<file path="config.mk">
export PLATFORM = sky130hd
export DESIGN_NAME = rs_dsp_mult_arbiter
export DESIGN_NICKNAME = d
export VERILOG_FILES = /design/src/rtl/rs_dsp_pkg.sv /design/src/rtl/rs_rr_arbiter.sv /design/src/rtl/rs_dsp_mult_arbiter.sv
export SDC_FILE = /design/constraint.sdc
export NUM_CORES = 1
export LEC_CHECK = 0
export CAP_MARGIN = 20
export CORE_MARGIN = 2
export CORE_UTILIZATION = 37
export CTS_CLUSTER_DIAMETER = 80
export DETAILED_ROUTE_END_ITERATION = 6
export HOLD_SLACK_MARGIN = 0.15
export PLACE_DENSITY_LB_ADDON = 0.3
export SETUP_SLACK_MARGIN = 0.1
export SLEW_MARGIN = 5
export SYNTH_ARGS = -nofsm -noshare
export SYNTH_HDL_FRONTEND = slang
export SYNTH_SLANG_ARGS = --single-unit
</file>
<file path="constraint.sdc">
create_clock -name clk -period 3.8 [get_ports clk]
set_input_delay 0.38 -clock clk [delete_from_list [all_inputs] [get_ports clk]]
set_output_delay 0.38 -clock clk [all_outputs]
set_load 0.05 [all_outputs]
</file>
<file path="src/rtl/rs_dsp_pkg.sv">
// Shared DSP38 multiplier constants and the in-flight tag type.
// Tag ids are sized for the largest supported requester count.
package rs_dsp_pkg;

  localparam int DSP_A_W          = 20;
  localparam int DSP_B_W          = 18;
  localparam int DSP_Z_W          = 38;
  localparam int DSP_MULT_LATENCY = 2;

  localparam int MAX_REQ  = 8;
  localparam int TAG_ID_W = $clog2(MAX_REQ);

  typedef struct packed {
    logic                vld;
    logic [TAG_ID_W-1:0] id;
  } dsp_tag_t;

endpackage

</file>
<file path="src/rtl/rs_rr_arbiter.sv">
// Round-robin arbiter: lowest requesting index at or after ptr.
// ptr moves one past the winner on every grant.
module rs_rr_arbiter #(
  parameter  int NUM_REQ = 4,
  localparam int ID_W    = $clog2(NUM_REQ)
) (
  input  logic               clk,
  input  logic               rst,
  input  logic               enable,
  input  logic [NUM_REQ-1:0] req,
  output logic [NUM_REQ-1:0] grant,
  output logic [ID_W-1:0]    grant_idx,
  output logic               grant_vld
);

  logic [ID_W-1:0] ptr;

  // search from ptr upward with wraparound
  always_comb begin
    int j;
    grant     = '0;
    grant_idx = '0;
    grant_vld = 1'b0;
    for (int i = 0; i < NUM_REQ; i++) begin
      j = int'(ptr) + i;
      if (j >= NUM_REQ) j = j - NUM_REQ;
      if (enable && !grant_vld && req[j]) begin
        grant_vld = 1'b1;
        grant[j]  = 1'b1;
        grant_idx = ID_W'(j);
      end
    end
  end

  // advance past the winner, holding when nothing is granted
  always_ff @(posedge clk or posedge rst) begin
    if (rst) begin
      ptr <= '0;
    end else if (grant_vld) begin
      if (grant_idx == ID_W'(NUM_REQ - 1))
        ptr <= '0;
      else
        ptr <= grant_idx + ID_W'(1);
    end
  end

endmodule

</file>
<file path="src/rtl/rs_dsp_mult_arbiter.sv">
// Shares one DSP38 multiplier among NUM_REQ clients, round-robin.
// Owner ids ride a tag pipe matched to the DSP latency.
module rs_dsp_mult_arbiter
  import rs_dsp_pkg::*;
#(
  parameter  int NUM_REQ = 4,
  parameter  int LATENCY = DSP_MULT_LATENCY,
  localparam int ID_W    = $clog2(NUM_REQ)
) (
  input  logic                       clk,
  input  logic                       lreset,
  input  logic                       enable,
  input  logic [NUM_REQ-1:0]         req_valid,
  output logic [NUM_REQ-1:0]         req_ready,
  input  logic [NUM_REQ*DSP_A_W-1:0] req_a,
  input  logic [NUM_REQ*DSP_B_W-1:0] req_b,
  input  logic [NUM_REQ-1:0]         req_unsigned_a,
  input  logic [NUM_REQ-1:0]         req_unsigned_b,
  output logic [DSP_A_W-1:0]         dsp_a,
  output logic [DSP_B_W-1:0]         dsp_b,
  output logic                       dsp_unsigned_a,
  output logic                       dsp_unsigned_b,
  output logic [2:0]                 dsp_feedback,
  input  logic [DSP_Z_W-1:0]         dsp_z,
  output logic [NUM_REQ-1:0]         rsp_valid,
  output logic [ID_W-1:0]            rsp_id,
  output logic [DSP_Z_W-1:0]         rsp_z,
  output logic                       idle
);

  logic [NUM_REQ-1:0] grant;
  logic [ID_W-1:0]    gidx;
  logic               gvld;

  logic [DSP_A_W-1:0] sel_a;
  logic [DSP_B_W-1:0] sel_b;
  logic               sel_ua;
  logic               sel_ub;

  logic [DSP_A_W-1:0] a_q;
  logic [DSP_B_W-1:0] b_q;
  logic               ua_q;
  logic               ub_q;

  dsp_tag_t tag_q [LATENCY];
  dsp_tag_t tag_last;
  logic     busy;

  rs_rr_arbiter #(
    .NUM_REQ (NUM_REQ)
  ) u_arb (
    .clk       (clk),
    .rst       (lreset),
    .enable    (enable & ~lreset),
    .req       (req_valid),
    .grant     (grant),
    .grant_idx (gidx),
    .grant_vld (gvld)
  );

  assign req_ready = grant;

  // pick the winner's operands
  always_comb begin
    sel_a  = req_a[int'(gidx)*DSP_A_W +: DSP_A_W];
    sel_b  = req_b[int'(gidx)*DSP_B_W +: DSP_B_W];
    sel_ua = req_unsigned_a[gidx];
    sel_ub = req_unsigned_b[gidx];
  end

  // keep last issued operands so DSP pins stay quiet when idle
  always_ff @(posedge clk or posedge lreset) begin
    if (lreset) begin
      a_q  <= '0;
      b_q  <= '0;
      ua_q <= 1'b0;
      ub_q <= 1'b0;
    end else if (gvld) begin
      a_q  <= sel_a;
      b_q  <= sel_b;
      ua_q <= sel_ua;
      ub_q <= sel_ub;
    end
  end

  assign dsp_a          = gvld ? sel_a  : a_q;
  assign dsp_b          = gvld ? sel_b  : b_q;
  assign dsp_unsigned_a = gvld ? sel_ua : ua_q;
  assign dsp_unsigned_b = gvld ? sel_ub : ub_q;
  assign dsp_feedback   = 3'b000;

  // owner tags march alongside the DSP pipeline
  always_ff @(posedge clk or posedge lreset) begin
    if (lreset) begin
      for (int i = 0; i < LATENCY; i++)
        tag_q[i] <= '0;
    end else begin
      tag_q[0] <= {gvld, TAG_ID_W'(gidx)};
      for (int i = 1; i < LATENCY; i++)
        tag_q[i] <= tag_q[i-1];
    end
  end

  assign tag_last = tag_q[LATENCY-1];
  assign rsp_id   = tag_last.id[ID_W-1:0];
  assign rsp_z    = dsp_z;

  // one-hot response strobe from the oldest tag
  always_comb begin
    rsp_valid = '0;
    if (tag_last.vld)
      rsp_valid[tag_last.id[ID_W-1:0]] = 1'b1;
  end

  // anything still travelling through the DSP
  always_comb begin
    busy = 1'b0;
    for (int i = 0; i < LATENCY; i++)
      busy = busy | tag_q[i].vld;
  end

  assign idle = ~|req_ready & ~busy;

endmodule
</file>
==> metrics.yaml <==
pwr:
  vdd_drop_max_v: 0.000326
  p_leak_nw: 2.39
  power_density_mw_per_mm2: 692
  switchingPower_mw: 2.41
  clockPowerShare: 0.109
  power_frac_seq: 0.190
  swShare: 0.519
  fin_total_pwr_mw: 4.65
  p_int_mw: 2.24
  pwr-share-comb: 0.701
synth:
  yosysWarnings: 0
  yosysMostFrequentCell: "buf_4"
  ys_seq_elements: 48
  ys_seq_area_frac: 0.264
  synth_cell_type_count: 48
  synth_top_area_share: 0.264
  syn_avg_cell_area_um2: 8.93
  yosys-top-cells-area: "dfrtp_1 (26%), a211oi_2 (11%), buf_4 (8.1%)"
  synth_top_area_cell: "dfrtp_1"
  synth-edff-count: 0
  syn_inst: 510
  async_reset_ff_frac: 1.00
  synth_area_mm2: 0.00455
  yosys_most_used_dff: "dfrtp_1"
  synth_top_cells_by_count: "buf_4 (49), dfrtp_1 (48), a21oi_1 (43)"
die:
  die_x_um: 115
  initial_core_util: 0.379
  top_level_ports: 297
  die-area_mm2: 0.0132
  die_h_um: 115
  row_count: 40
  core_area_mm2: 0.0120
timing:
  period_needed_ps: 3580
  whs_ps: 354
  postLayoutSetupSlackWorst_ps: 216
  fin_tns_setup_ps: 0
  setup_viol: 0
  grt_setup_unrepaired: "no"
  drv_slew: 0
  period_share: 0.943
  worstMarginPinSlew_ps: 813
  fin_worst_skew_ps: 4.92
  fmaxAchievable_mhz: 279
  hold_viol: 0
  relSlewSlack: 0.457
placed_design:
  port_buffers: 217
  gp_congestion: 0.906
  place_area_mm2: 0.00647
  dp_hpwl_um: 11800
  place_ws_ps: 187
  dp_cells: 800
route:
  dr.pass1.iters: 7
  drtAntennaViolNets: 0
  dr_total_vias: 5077
  via_per_inst: 6.27
  post_drt_wl_per_cell_um: 21.3
  drt_iter0_drc: 384
  wl_um: 17200
  drc: 0
global_routing:
  grt_pass1_vias: 5229
  grt.total_usage: 0.248
  grt_max_degree: 61
  grt_pass1_wl_um: 26300
  grt_overflow_total: 0
  antenna_found_initial: 0
cells_and_area:
  drive_above_1_share: 0.205
  regArea_mm2: 0.00120
  final_util: 0.560
  diodes: 0
  final_cell_area_mm2: 0.00673
  final_cells: 810
  multi_input_area_mm2: 0.00280
  fillers: 1073
  nNetsFinal: 877
  area.growth.synth_to_final_pct: 47.7
worst_setup_path:
  path_class: "primary input to output pin"
  critical_path.max_fanout: 20
  worstPathArrival_ps: 3200
  critPathLaunchType: "primary input"
  endpoint_kind: "output pin"
  worstPathRequired_ps: 3420
cts:
  htreeDepth: 2
  cts_buffer_depth: 2
  cts_sinks: 48
  root_buffer: "clkbuf_16"
  cts_tree: "yes"
  numCtsBuffers: 5
  ctsHoldBuffers: 0
  clk_pin_slew_ps: 60
  worst_skew_pair.late_latency_ps: 290
run:
  cap_violations: 0
outcome:
  status: "finished clean"
worst_hold_path:
  hold_class: "flop to flop"
## layout by cell type (no fill, tap or decap), types with 2 or more instances in the layout
cell type,n
conb_1,3
and3_1,2
buf_12,2
nor4_1,41
nor2_1,5
buf_4,61
nor2b_1,3
nand2b_1,2
mux4_2,3
clkdlybuf4s50_1,174
o21a_1,40
o22ai_1,41
dfrtp_1,48
nand3_1,6
a21oi_1,43
o211ai_1,41
a211oi_1,41
nand2_1,5
a211oi_2,40
nand4b_1,3
inv_2,2
inv_1,4
ha_1,7
a22oi_1,2
clkbuf_16,7
buf_6,3
mux2i_1,2
## critical path: stages
cell and delay, ps:
clkdlybuf4s50_1 550, mux4_2 660, nand2b_4 240, o31ai_4 260
buf_4 180, buf_12 170, nor4_1 70, o21a_1 190
a211oi_2 230, buf_4 250
## power by group through the flow
stage	clock (mW)	combinational, mW	sequential, mW
5_1_grt	0.536	3.44	0.917
2_1_floorplan	0	2.36	0.871
6_report	0.505	3.26	0.885
3_5_place_dp	0	3.19	0.892
3_3_place_gp	0	3.15	0.874
4_1_cts	0.517	3.20	0.883
## layout make-up
class | instances | area share
Clock buffer | 5 | 0.0186
Sequential cell | 48 | 0.179
Inverter | 6 | 0.00335
Multi-Input combinational cell | 359 | 0.416
Timing Repair Buffer | 244 | 0.352
Tap cell | 147 | 0.0273
Clock inverter | 1 | 0.00447
## flip-flops by register name, summed over array words and instances (netlist names)
name	count
tag_q	3
ua_q	1
a_q	20
u_arb.ptr	2
b_q	18
tag_last	1
rsp_id	2
ub_q	1
## final timing paths
kind	endpoint	start	slack, ps	cells after the start
setup reg to reg	a_q[14]	u_arb.ptr[0]	1100	9
setup / recovery	dsp_a[14]	req_valid[3]	220	10
min in group asynchronous	tag_last[3]	lreset	640	2
hold / removal	rsp_id[0]	tag_q[4]	350	0
max in group asynchronous	b_q[14]	lreset	2400	3
hold reg to reg	rsp_id[0]	tag_q[4]	350	0
## logic make-up after synthesis
| group | share of synthesized area |
|---|---|
| AO/OA/AOI/OAI | 0.449 |
| buffers and inverters | 0.133 |
| AND/OR/NAND/NOR | 0.104 |
| flip-flops | 0.264 |
| adder cells (fa/ha/maj) | 0.0220 |
| multiplexers | 0.0242 |
| other | 0.000824 |
| XOR/XNOR | 0.00192 |
## layer usage
metal  wire length, µm  track usage  vias to the layer above
li1                  -            -                     2307
met1              6520        0.293                     2426
met2              8640        0.420                      297
met3              1530       0.0717                       47
met4               536        0.108                        0
met5                 0            0                        -
## repair_timing
| action | CTS | global route |
|---|---|---|
| gates resized for setup | 0 | 8 |
| setup buffers | 0 | 2 |
| endpoints found under the setup margin | 0 | 40 |
Note: power is estimated with default switching activity, not from simulation.
